===== src/rtl/spi_xip_sequencer.sv =====
// Runs a single-word flash read as a fixed program of SPI-core register accesses
// (divider, select, TX, GO, busy poll, RX, deselect) on behalf of the XIP path.
module spi_xip_sequencer #(
  parameter logic [31:0] DIVIDER  = 32'h0000_0001,
  parameter logic [7:0]  SS_MASK  = 8'h01,
  parameter logic [31:0] CTRL_CFG = 32'h0000_2440,
  parameter int          POLL_MAX = 16
) (
  input  logic        clock,
  input  logic        reset,
  input  logic        xip_req,
  input  logic        xip_we,
  input  logic [31:0] xip_addr,
  output logic        xip_ack,
  output logic [31:0] xip_rdata,
  output logic        xip_err,
  output logic        busy,
  output logic [4:0]  spi_adr,
  output logic [31:0] spi_dat_o,
  output logic [3:0]  spi_sel,
  output logic        spi_we,
  output logic        spi_stb,
  output logic        spi_cyc,
  input  logic [31:0] spi_dat_i,
  input  logic        spi_ack,
  input  logic        spi_err
);

  localparam int                CNT_W     = $clog2(POLL_MAX + 1);
  localparam logic [CNT_W-1:0]  POLL_LAST = CNT_W'(POLL_MAX - 1);

  localparam logic [4:0] ADR_RX0  = 5'h00;
  localparam logic [4:0] ADR_TX1  = 5'h04;
  localparam logic [4:0] ADR_CTRL = 5'h10;
  localparam logic [4:0] ADR_DIV  = 5'h14;
  localparam logic [4:0] ADR_SS   = 5'h18;
  localparam logic [31:0] CTRL_GO = 32'h0000_0100;

  typedef enum logic [3:0] {
    IDLE, W_DIV, W_SS, W_TX1, W_TX0, W_CTRL, POLL, R_RX, W_SSC, RESP, WE_RESP
  } state_t;

  state_t            r_state, w_state_nxt;
  logic              r_phase, w_phase_nxt;   // 0: setup (S) cycle, 1: access cycles
  logic [21:0]       r_addr;
  logic [31:0]       r_rdata;
  logic              r_err;
  logic [CNT_W-1:0]  r_poll_cnt;

  logic              w_access;
  logic              w_done;
  logic              w_we;
  logic [4:0]        w_adr;
  logic [31:0]       w_wdat;
  logic              w_unused_addr;

  assign w_unused_addr = ^{xip_addr[31:24], xip_addr[1:0]};

  // NOTE: state registers use non-blocking assignments so every flop samples
  // the pre-edge values; blocking here would create order-dependent races.
  always_ff @(posedge clock) begin
    if (reset) begin
      r_state <= IDLE;
      r_phase <= 1'b0;
    end else begin
      r_state <= w_state_nxt;
      r_phase <= w_phase_nxt;
    end
  end

  // NOTE: every signal driven here gets a default first, so no path through
  // the case statements can leave one unassigned and infer a latch.
  always_comb begin
    w_state_nxt = r_state;
    w_access    = 1'b0;
    w_we        = 1'b0;
    w_adr       = 5'h00;
    w_wdat      = 32'h0;

    case (r_state)
      W_DIV:  begin w_access = 1'b1; w_we = 1'b1; w_adr = ADR_DIV;  w_wdat = DIVIDER; end
      W_SS:   begin w_access = 1'b1; w_we = 1'b1; w_adr = ADR_SS;   w_wdat = {24'h0, SS_MASK}; end
      W_TX1:  begin w_access = 1'b1; w_we = 1'b1; w_adr = ADR_TX1;  w_wdat = {8'h03, r_addr, 2'b00}; end
      W_TX0:  begin w_access = 1'b1; w_we = 1'b1; w_adr = ADR_RX0;  w_wdat = 32'h0; end
      W_CTRL: begin w_access = 1'b1; w_we = 1'b1; w_adr = ADR_CTRL; w_wdat = CTRL_CFG | CTRL_GO; end
      POLL:   begin w_access = 1'b1; w_adr = ADR_CTRL; end
      R_RX:   begin w_access = 1'b1; w_adr = ADR_RX0; end
      W_SSC:  begin w_access = 1'b1; w_we = 1'b1; w_adr = ADR_SS; end
      default: ;
    endcase

    w_done      = w_access & r_phase & (spi_ack | spi_err);
    w_phase_nxt = w_access & ~w_done;

    case (r_state)
      IDLE:          if (xip_req) w_state_nxt = xip_we ? WE_RESP : W_DIV;
      RESP, WE_RESP: w_state_nxt = IDLE;
      default: begin
        if (w_done) begin
          // An errored access abandons the program but still releases SS.
          if (spi_err) begin
            w_state_nxt = (r_state == W_SSC) ? RESP : W_SSC;
          end else begin
            case (r_state)
              W_DIV:  w_state_nxt = W_SS;
              W_SS:   w_state_nxt = W_TX1;
              W_TX1:  w_state_nxt = W_TX0;
              W_TX0:  w_state_nxt = W_CTRL;
              W_CTRL: w_state_nxt = POLL;
              POLL: begin
                if (!spi_dat_i[8])             w_state_nxt = R_RX;
                else if (r_poll_cnt == POLL_LAST) w_state_nxt = W_SSC;
                else                           w_state_nxt = POLL;
              end
              R_RX:    w_state_nxt = W_SSC;
              default: w_state_nxt = RESP;
            endcase
          end
        end
      end
    endcase
  end

  always_ff @(posedge clock) begin
    if (reset) begin
      r_addr     <= '0;
      r_rdata    <= '0;
      r_err      <= 1'b0;
      r_poll_cnt <= '0;
    end else if (r_state == IDLE && xip_req) begin
      r_err      <= 1'b0;
      r_poll_cnt <= '0;
      r_rdata    <= '0;
      if (!xip_we) r_addr <= xip_addr[23:2];
    end else if (w_done) begin
      if (spi_err) begin
        r_err   <= 1'b1;
        r_rdata <= '0;
      end else if (r_state == POLL && spi_dat_i[8]) begin
        if (r_poll_cnt == POLL_LAST) r_err <= 1'b1;
        else                         r_poll_cnt <= r_poll_cnt + CNT_W'(1);
      end else if (r_state == R_RX) begin
        // Flash bytes arrive MSB-first in RX0; the bus wants little-endian.
        r_rdata <= {spi_dat_i[7:0], spi_dat_i[15:8], spi_dat_i[23:16], spi_dat_i[31:24]};
      end
    end
  end

  assign spi_adr   = w_adr;
  assign spi_dat_o = w_wdat;
  assign spi_we    = w_we;
  assign spi_sel   = 4'hf;
  assign spi_stb   = w_access;
  assign spi_cyc   = w_access & r_phase;

  assign xip_ack   = (r_state == RESP) || (r_state == WE_RESP);
  assign xip_err   = (r_state == WE_RESP) || ((r_state == RESP) && r_err);
  assign xip_rdata = r_rdata;
  assign busy      = (r_state != IDLE) && (r_state != WE_RESP);

endmodule


===== config.mk =====
export PLATFORM = sky130hd
export DESIGN_NAME = spi_xip_sequencer
export DESIGN_NICKNAME = d
export VERILOG_FILES = /design/src/rtl/spi_xip_sequencer.sv
export SDC_FILE = /design/constraint.sdc
export NUM_CORES = 1
export LEC_CHECK = 0
export BUFFER_PORTS_ARGS = -buffer_cell sky130_fd_sc_hd__buf_2
export CORE_MARGIN = 1.5
export CORE_UTILIZATION = 41
export DETAILED_ROUTE_END_ITERATION = 7
export GPL_TIMING_DRIVEN = 0
export PLACE_DENSITY = 0.83
export SYNTH_ARGS = -nofsm -noshare
export SYNTH_HDL_FRONTEND = slang
export SYNTH_SLANG_ARGS = --single-unit
export TNS_END_PERCENT = 50

===== constraint.sdc =====
create_clock -name clock -period 2.6 [get_ports clock]
set_input_delay 0.52 -clock clock [delete_from_list [all_inputs] [get_ports clock]]
set_output_delay 0.52 -clock clock [all_outputs]
set_load 0.01 [all_outputs]

==> results of run 1 <==
## worst max-delay path, stage by stage, from the launching register on
cell	delay [ns]
dfxtp_1	0.45
clkbuf_1	0.33
buf_2	0.30
xnor2_1	0.11
nor3_1	0.21
o21a_1	0.15
buf_2	0.12
## layout make-up
| type | count | share of cell area, % |
|---|---|---|
| Timing Repair Buffer | 125 | 15.0 |
| Sequential cell | 65 | 31.3 |
| Clock buffer | 10 | 3.31 |
| Tap cell | 99 | 2.98 |
| Inverter | 6 | 0.541 |
| Clock inverter | 6 | 2.16 |
| Multi-Input combinational cell | 296 | 39.1 |
| Buffer | 42 | 5.56 |
## layer usage
layer	share of wire, %	vias up
li1	-	1621
met1	45	1439
met2	47	120
met3	6.7	11
met4	1.4	0
met5	0	-
## metrics by stage
step | setup TNS [ns] | util [%] | power (mW) | area [sq um] | worst slack (ns)
after floorplan | 0 | - | 1.93 | 3160 | 0.428
after detailed placement | -0.303 | 53.6 | 2.28 | 3910 | -0.0416
after global routing | -0.0631 | 57.1 | 3.47 | 4160 | -0.0554
after CTS | 0 | 56.8 | 3.26 | 4140 | 0.0146
final | 0 | 57.1 | 3.26 | 4160 | 0.0807
after global placement | -0.00355 | 53.6 | 2.26 | 3910 | -0.00355
## where the power goes
part | internal [mW] | switching (mW) | total, mW
clock network | 0.569 | 0.394 | 0.964
logic | 0.437 | 0.713 | 1.15
registers | 1.08 | 0.0654 | 1.15
## registers in the layout, indices dropped and copies added, names as in the netlist
signal      flops
xip_rdata      32
r_addr         22
r_poll_cnt      5
r_state         4
r_err           1
r_phase         1
## cells in the mapped netlist (2+ instances only)
library cell	number	area, sq um
nand3_1	5	25.0
nor2_1	16	60.1
xor2_1	3	26.3
buf_2	5	25.0
a211oi_1	3	22.5
xnor2_1	2	17.5
and2_1	18	113
a311oi_1	2	17.5
ha_1	2	25.0
and3_1	3	18.8
nand3b_1	32	240
dfxtp_1	65	1300
nor4_1	2	12.5
nand2b_1	5	31.3
nor3_1	7	35.0
o31ai_1	2	15.0
inv_1	6	22.5
clkbuf_1	20	75.1
nand2_1	86	323
o21ai_0	7	35.0
buf_4	17	128
conb_1	2	7.51
nor2b_1	3	18.8
a21oi_1	64	320
## layout by cell type, fill, tap and decap left out, types with 5 or more instances in the layout
cell type,synthesis,final
buf_2,5,130
nand2_1,86,86
dfxtp_1,65,65
a21oi_1,64,64
nand3b_1,32,32
and2_1,18,18
buf_4,17,17
clkbuf_1,20,16
nor2_1,16,16
conb_1,2,13
clkbuf_8,0,10
nor3_1,7,7
o21ai_0,7,7
inv_1,6,6
nand2b_1,5,5
nand3_1,5,5
## final timing paths
| kind | startpoint | end | slack [ns] | cells past startpoint |
|---|---|---|---|---|
| max reg2reg | r_poll_cnt[0] | r_poll_cnt[1] | 0.41 | 8 |
| max | r_state[1] | xip_err | 0.08 | 6 |
| min reg2reg | r_addr[12] | r_addr[12] | 0.45 | 2 |
| min | xip_addr[23] | r_addr[21] | 0.42 | 3 |
## cell families after synthesis
logic type | after synthesis | synth area share (%)
simple gates | 183 | 30.6
compound gates | 90 | 16.4
flops | 65 | 41.7
buf+inv | 49 | 8.14
xor+xnor | 5 | 1.40
fa+ha+maj | 2 | 0.802
other cells | 2 | 0.241
mux | 2 | 0.682
## what timing repair did
| action | CTS | global route |
|---|---|---|
| hold buffers | 0 | 0 |
| resized for setup | 3 | 7 |
| endpoints found under the setup margin | 20 | 28 |
| gates cloned | 0 | 1 |
==> summary.md, run 1 <==
| Metric | Value |
|---|---|
| Starting density of the core | `42.8%` |
| Req. time, crit path | `2.08 ns` |
| First-pass GRT wire length | `13600 um` |
| Number of global-route vias before repair | `2913` |
| Htree depth | `3` |
| Worst skew pair latency | `0.33 ns` |
| Critical Path Fanout Max | `10` |
| Post-Place Cells | `633` |
| Vias/cell | `4.92` |
| Clock transition at the registers of the reported paths | `0.08 ns` |
| Fmax | `397 MHz` |
| Post-CTS Setup Inserts | `0` |
| Die W | `90.2 um` |
| Die ar. | `0.00814 sq mm` |
| First-pass iteration count of the detailed router | `4` |
| Syn avg cell area | `7.84 sq um` |
| Initial antenna violation count | `0` |
| Mapped Cells | `398` |
| Clock period minus worst slack | `2.52 ns` |
| Final Skew | `0.00864 ns` |
| CORE AREA | `0.00729 sq mm` |
| Worst-case clock buffer depth | `2` |
| Type of the worst setup path | `flop to output pin` |
| Hold WC Path Type | `input port to flop` |
| Ys Warns | `0` |
| Via count | `3191` |
| IO Port Bufs | `125` |
| # DRC | `0` |
| Total GRT Usage | `20.4%` |
| Final non-filler cell total | `649` |
| Layout Nets | `617` |
| Worst setup SP type | `flop` |
| RSZ-0062 raised after global routing | `true` |
| Busiest layer in global routing | `met2` |
| Critical Path AT | `2.00 ns` |
| Post-synth EDFFs | `0` |
| WL final | `8230 um` |
| Grt met3 use | `5.50%` |
| Final ANT Viol Nets | `0` |
| Slew margin rel. | `64.8%` |
| DRT iter0 DRCs | `160` |
| Yosys reg bits | `65` |
| Grt met2 use | `34.3%` |
| Synth Flop Type | `dfxtp_1` |
| CTS Buf Count | `9` |
| Hold Vio Cnt, Final | `0` |
| Sequential area share after synthesis | `41.7%` |
| Cell variety after synth | `45` |
| Static Leak | `1.83 nW` |
| Register area | `0.00130 sq mm` |
| GR Layer Usage met1 | `24.8%` |
| I/O Pins | `149` |
| Die H | `90.2 um` |
| Root Driver | `clkbuf_8` |
| Fin Hold WS | `0.415 ns` |
| Maxcap violations | `0` |
| Element type at the critical path end | `output pin` |
| Fraction of layout cells with a size suffix above 1 | `31.8%` |
| Ratio of final minimum period to clock period | `96.9%` |
| Post-Syn Area | `0.00312 sq mm` |
| Largest net degree at the start of global routing | `21` |
| FFs w/ async S/R, synth | `0%` |
| Status | `finished, final reports clean` |
| Dpl hpwl | `6190 um` |
| Final setup viols | `0` |
| Area grow syn2layout | `33.4%` |
| Pins Over Slew Limit | `0` |
| Routed WL per cell | `12.7 um` |
| Area of the multi-input gates | `0.00163 sq mm` |
| VDD IR max | `0.335 mV` |
| # clock sinks | `65` |
| Gr ovfl total | `0` |
| Worst slew pin tran | `0.523 ns` |
| CTS tree | `built` |
| Fillers | `703` |
| Pwr Density | `784 mW/mm^2` |
| # diodes | `0` |
| Rows | `31` |
| Gpl congestion | `0.908` |
No activity file was read; power rests on OpenSTA's default activity.
==> run 2: changes to the inputs <==
--- a/config.mk
+++ b/config.mk
@@ -5,12 +5,13 @@
 export SDC_FILE = /design/constraint.sdc
 export NUM_CORES = 1
 export LEC_CHECK = 0
+export ABC_AREA = 1
 export BUFFER_PORTS_ARGS = -buffer_cell sky130_fd_sc_hd__buf_2
 export CORE_MARGIN = 1.5
 export CORE_UTILIZATION = 41
 export DETAILED_ROUTE_END_ITERATION = 7
 export GPL_TIMING_DRIVEN = 0
-export PLACE_DENSITY = 0.83
+export PLACE_DENSITY = 0.82
 export SYNTH_ARGS = -nofsm -noshare
 export SYNTH_HDL_FRONTEND = slang
 export SYNTH_SLANG_ARGS = --single-unit
==> summary.md, run 2 <==
| Metric | Value |
|---|---|
| Synth area leaders | `dfxtp_1 39%, inv_1 11%, a21oi_1 8.6%` |
| Post-CTS Setup Inserts | `0 (unchanged)` |
| RSZ-0062 raised after global routing | `false` |
| FFs w/ async S/R, synth | `0% (unchanged)` |
| Sw Pwr | `1.21 mW (+3.1%)` |
| # diodes | `0 (unchanged)` |
| Yosys reg bits | `65 (unchanged)` |
| Worst-case reg-to-reg path depth | `8 (unchanged)` |
| Layout Nets | `698 (+13%)` |
| Starting density of the core | `42.6% (-0.14 points)` |
| Die W | `92.9 um (+2.9%)` |
| Type of the worst setup path | `flop to output pin` |
| First-pass GRT wire length | `12800 um (-5.9%)` |
| Worst-case clock buffer depth | `2 (unchanged)` |
| Req. time, crit path | `2.08 ns (about the same)` |
| Hold Path Depth | `2 (-1)` |
| Max FFs per register | `32 (unchanged)` |
| Gpl congestion | `0.860 (-5.3%)` |
| Hold WC Path Type | `input port to flop` |
| Clock period minus worst slack | `2.39 ns (-0.124 ns)` |
| Post-synth EDFFs | `0 (unchanged)` |
| Synth Flop Type | `dfxtp_1` |
| Slew margin rel. | `66.6% (+1.8 points)` |
| Mapped Cells | `479 (+20%)` |
| Final Skew | `0.00695 ns (-0.00169 ns)` |
| Switching Share | `36.3% (+0.41 points)` |
| # DRC | `0 (unchanged)` |
| Top-count cell post-synth | `inv_1` |
| Hold Path Sink | `r_phase` |
| Worst slew pin tran | `0.501 ns (-0.0220 ns)` |
| Element type at the critical path end | `output pin` |
| Clock transition at the registers of the reported paths | `0.07 ns (about the same)` |
| Commonest cells after routing, fill and taps aside | `132 x buf_2, 96 x inv_1, 67 x nand2_1` |
| Initial antenna violation count | `0 (unchanged)` |
| Fraction of layout cells with a size suffix above 1 | `33.8% (+1.9 points)` |
| WP depth | `6 (unchanged)` |
| R2r setup slk | `0.81 ns (+0.40 ns)` |
| CTS tree | `built` |
| WL final | `7830 um (-4.9%)` |
| Max incr delay on CP | `0.45 ns (about the same)` |
| Critical path's slowest cell | `dfxtp_1` |
| IO Port Bufs | `125 (unchanged)` |
| Ratio of final minimum period to clock period | `92.1% (-4.8 points)` |
| Fmax | `418 MHz (+5.2%)` |
| Sequential area share after synthesis | `39.3% (-2.4 points)` |
| Die ar. | `0.00863 sq mm (+6.0%)` |
| Critical Path AT | `1.87 ns (-0.13 ns)` |
| Post-Place Cells | `717 (+13%)` |
| Rows | `32 (+3.2%)` |
| Cell variety after synth | `28 (-38%)` |
| Syn avg cell area | `6.91 sq um (-12%)` |
| Worst skew pair latency | `0.33 ns (about the same)` |
| VDD IR max | `0.412 mV (+23%)` |
| Pins Over Slew Limit | `0 (unchanged)` |
| Clock Power Share | `29.0% (-0.5 points)` |
| Gr ovfl total | `0 (unchanged)` |
| # clock sinks | `65 (unchanged)` |
| Dpl hpwl | `6160 um (-0.49%)` |
| CTS Hold Bufs | `0 (unchanged)` |
| Htree depth | `3 (unchanged)` |
| Hold Vio Cnt, Final | `0 (unchanged)` |
| Worst setup SP type | `flop` |
| Hold path start | `reset` |
| Area grow syn2layout | `30.9%` |
| Worst reg2reg endpoint | `xip_rdata[23]` |
| Critical path's top delay family | `buffers and inverters` |
| Via count | `3333 (+4.5%)` |
| Largest net degree at the start of global routing | `13 (-38%)` |
| DRT iter0 DRCs | `140 (-13%)` |
| CP Cell Sequence | `nor2_2, nand2_1, clkbuf_1, clkbuf_2, nor2_1, buf_2` |
| Logic gate share of total power | `33.9% (-1.3 points)` |
| Routed WL per cell | `10.7 um (-16%)` |
| Total negative setup slack | `0 ns (unchanged)` |
| Vias/cell | `4.55 (-7.5%)` |
| Static Leak | `2.23 nW (+22%)` |
| Final setup viols | `0 (unchanged)` |
| Ys Warns | `0 (unchanged)` |
| Die H | `92.9 um (+2.9%)` |
| CORE AREA | `0.00777 sq mm (+6.5%)` |
| P_int | `2.12 mW (+1.3%)` |
| Root Driver | `clkbuf_8` |
| Final non-filler cell total | `733 (+13%)` |
| Critical Path Fanout Max | `10 (unchanged)` |
| Number of global-route vias before repair | `3078 (+5.7%)` |
| R2R Path Start | `r_state[3]` |
| Commonest non-fill, non-tap cell in the layout | `buf_2` |
| Pwr Density | `767 mW/mm^2 (-2.2%)` |
| Synth top area share | `39.3% (-2.4 points)` |
| Final ANT Viol Nets | `0 (unchanged)` |
| Post-Syn Area | `0.00331 sq mm (+6.2%)` |
| Synth top cells by count | `96 x inv_1, 67 x nand2_1, 65 x dfxtp_1` |
| I/O Pins | `149 (unchanged)` |
| First-pass iteration count of the detailed router | `4 (unchanged)` |
| Total GRT Usage | `18.3% (-2.1 points)` |
| CTS Buf Count | `9 (unchanged)` |
| Area leader, netlist | `dfxtp_1` |
| Maxcap violations | `0 (unchanged)` |
| Part of the power in registers | `37.1% (+1.9 points)` |
| Worst path bufs/invs | `3 (unchanged)` |
| Status | `finished, final reports clean` |
run 2: changes by cell type after synthesis, moves of 4 or more:
cell / delta
inv_1: +90
nor2_1: +37
nand3b_1: -31
nor3_2: +26
o21ai_0: +24
nand2_1: -19
and2_1: -18
inv_2: +12
a21oi_1: -7
clkbuf_1: -7
nand2b_1: -5
nand3_1: +5
nand2_2: +4
run 2: worst max path at each step:
stage | startpoint | end | slack (ns)
2_1_floorplan | r_state[2] | spi_dat_o[12] | 0.85
3_3_place_gp | r_state[2] | spi_dat_o[21] | 0.46
3_5_place_dp | r_state[2] | spi_dat_o[16] | 0.44
4_1_cts | r_state[2] | spi_dat_o[16] | 0.06
5_1_grt | r_state[2] | spi_dat_o[12] | 0.03
6_report | r_state[2] | spi_dat_o[16] | 0.21
run 2: logic make-up after synthesis:
group / synth area share (%)
simple gates: 27.7
buf+inv: 17.9
compound gates: 13.9
flops: 39.3
fa+ha+maj: 0.755
other cells: 0.227
xor+xnor: 0.264
run 2: metal layers:
| metal | up-vias | part of all wire, % | track usage (%) |
|---|---|---|---|
| li1 | 1732 | - | - |
| met5 | - | 0 | 0 |
| met1 | 1457 | 44 | 21.4 |
| met2 | 134 | 49 | 32.6 |
| met4 | 0 | 1.0 | 6.44 |
| met3 | 10 | 6.7 | 3.94 |
run 2: cell type report:
class | instances | area [sq um]
Fill cell | 759 | 3430
Multi-Input combinational cell | 283 | 1460
Sequential cell | 65 | 1300
Timing Repair Buffer | 125 | 626
Inverter | 108 | 405
Buffer | 34 | 190
Clock buffer | 10 | 138
Tap cell | 102 | 128
Clock inverter | 6 | 91.3
run 2: metrics by stage:
step / setup WS (ns) / power (mW) / util, % / hold WS (ns) / area [sq um]
floorplan: 0.850 / 2.04 / - / 0.430 / 3350
global placement: 0.460 / 2.35 / 52.9 / 0.439 / 4110
detailed placement: 0.438 / 2.38 / 52.9 / 0.446 / 4110
CTS: 0.0587 / 3.36 / 55.8 / 0.349 / 4340
global route: 0.0317 / 3.55 / 55.8 / 0.351 / 4340
finish: 0.205 / 3.33 / 55.8 / 0.372 / 4340
run 2: timing repair:
action                     4_1_cts  5_1_grt
hold endpoints to repair         0        0
setup endpoints to repair        0       10
resized for setup                0        2
run 2: power by group through the flow:
stage	sequential [mW]	clock, mW	combinational (mW)
floorplan	1.26	0	0.776
global placement	1.25	0	1.10
detailed placement	1.26	0	1.12
CTS	1.23	0.994	1.13
global route	1.25	1.03	1.27
finish	1.23	0.965	1.13
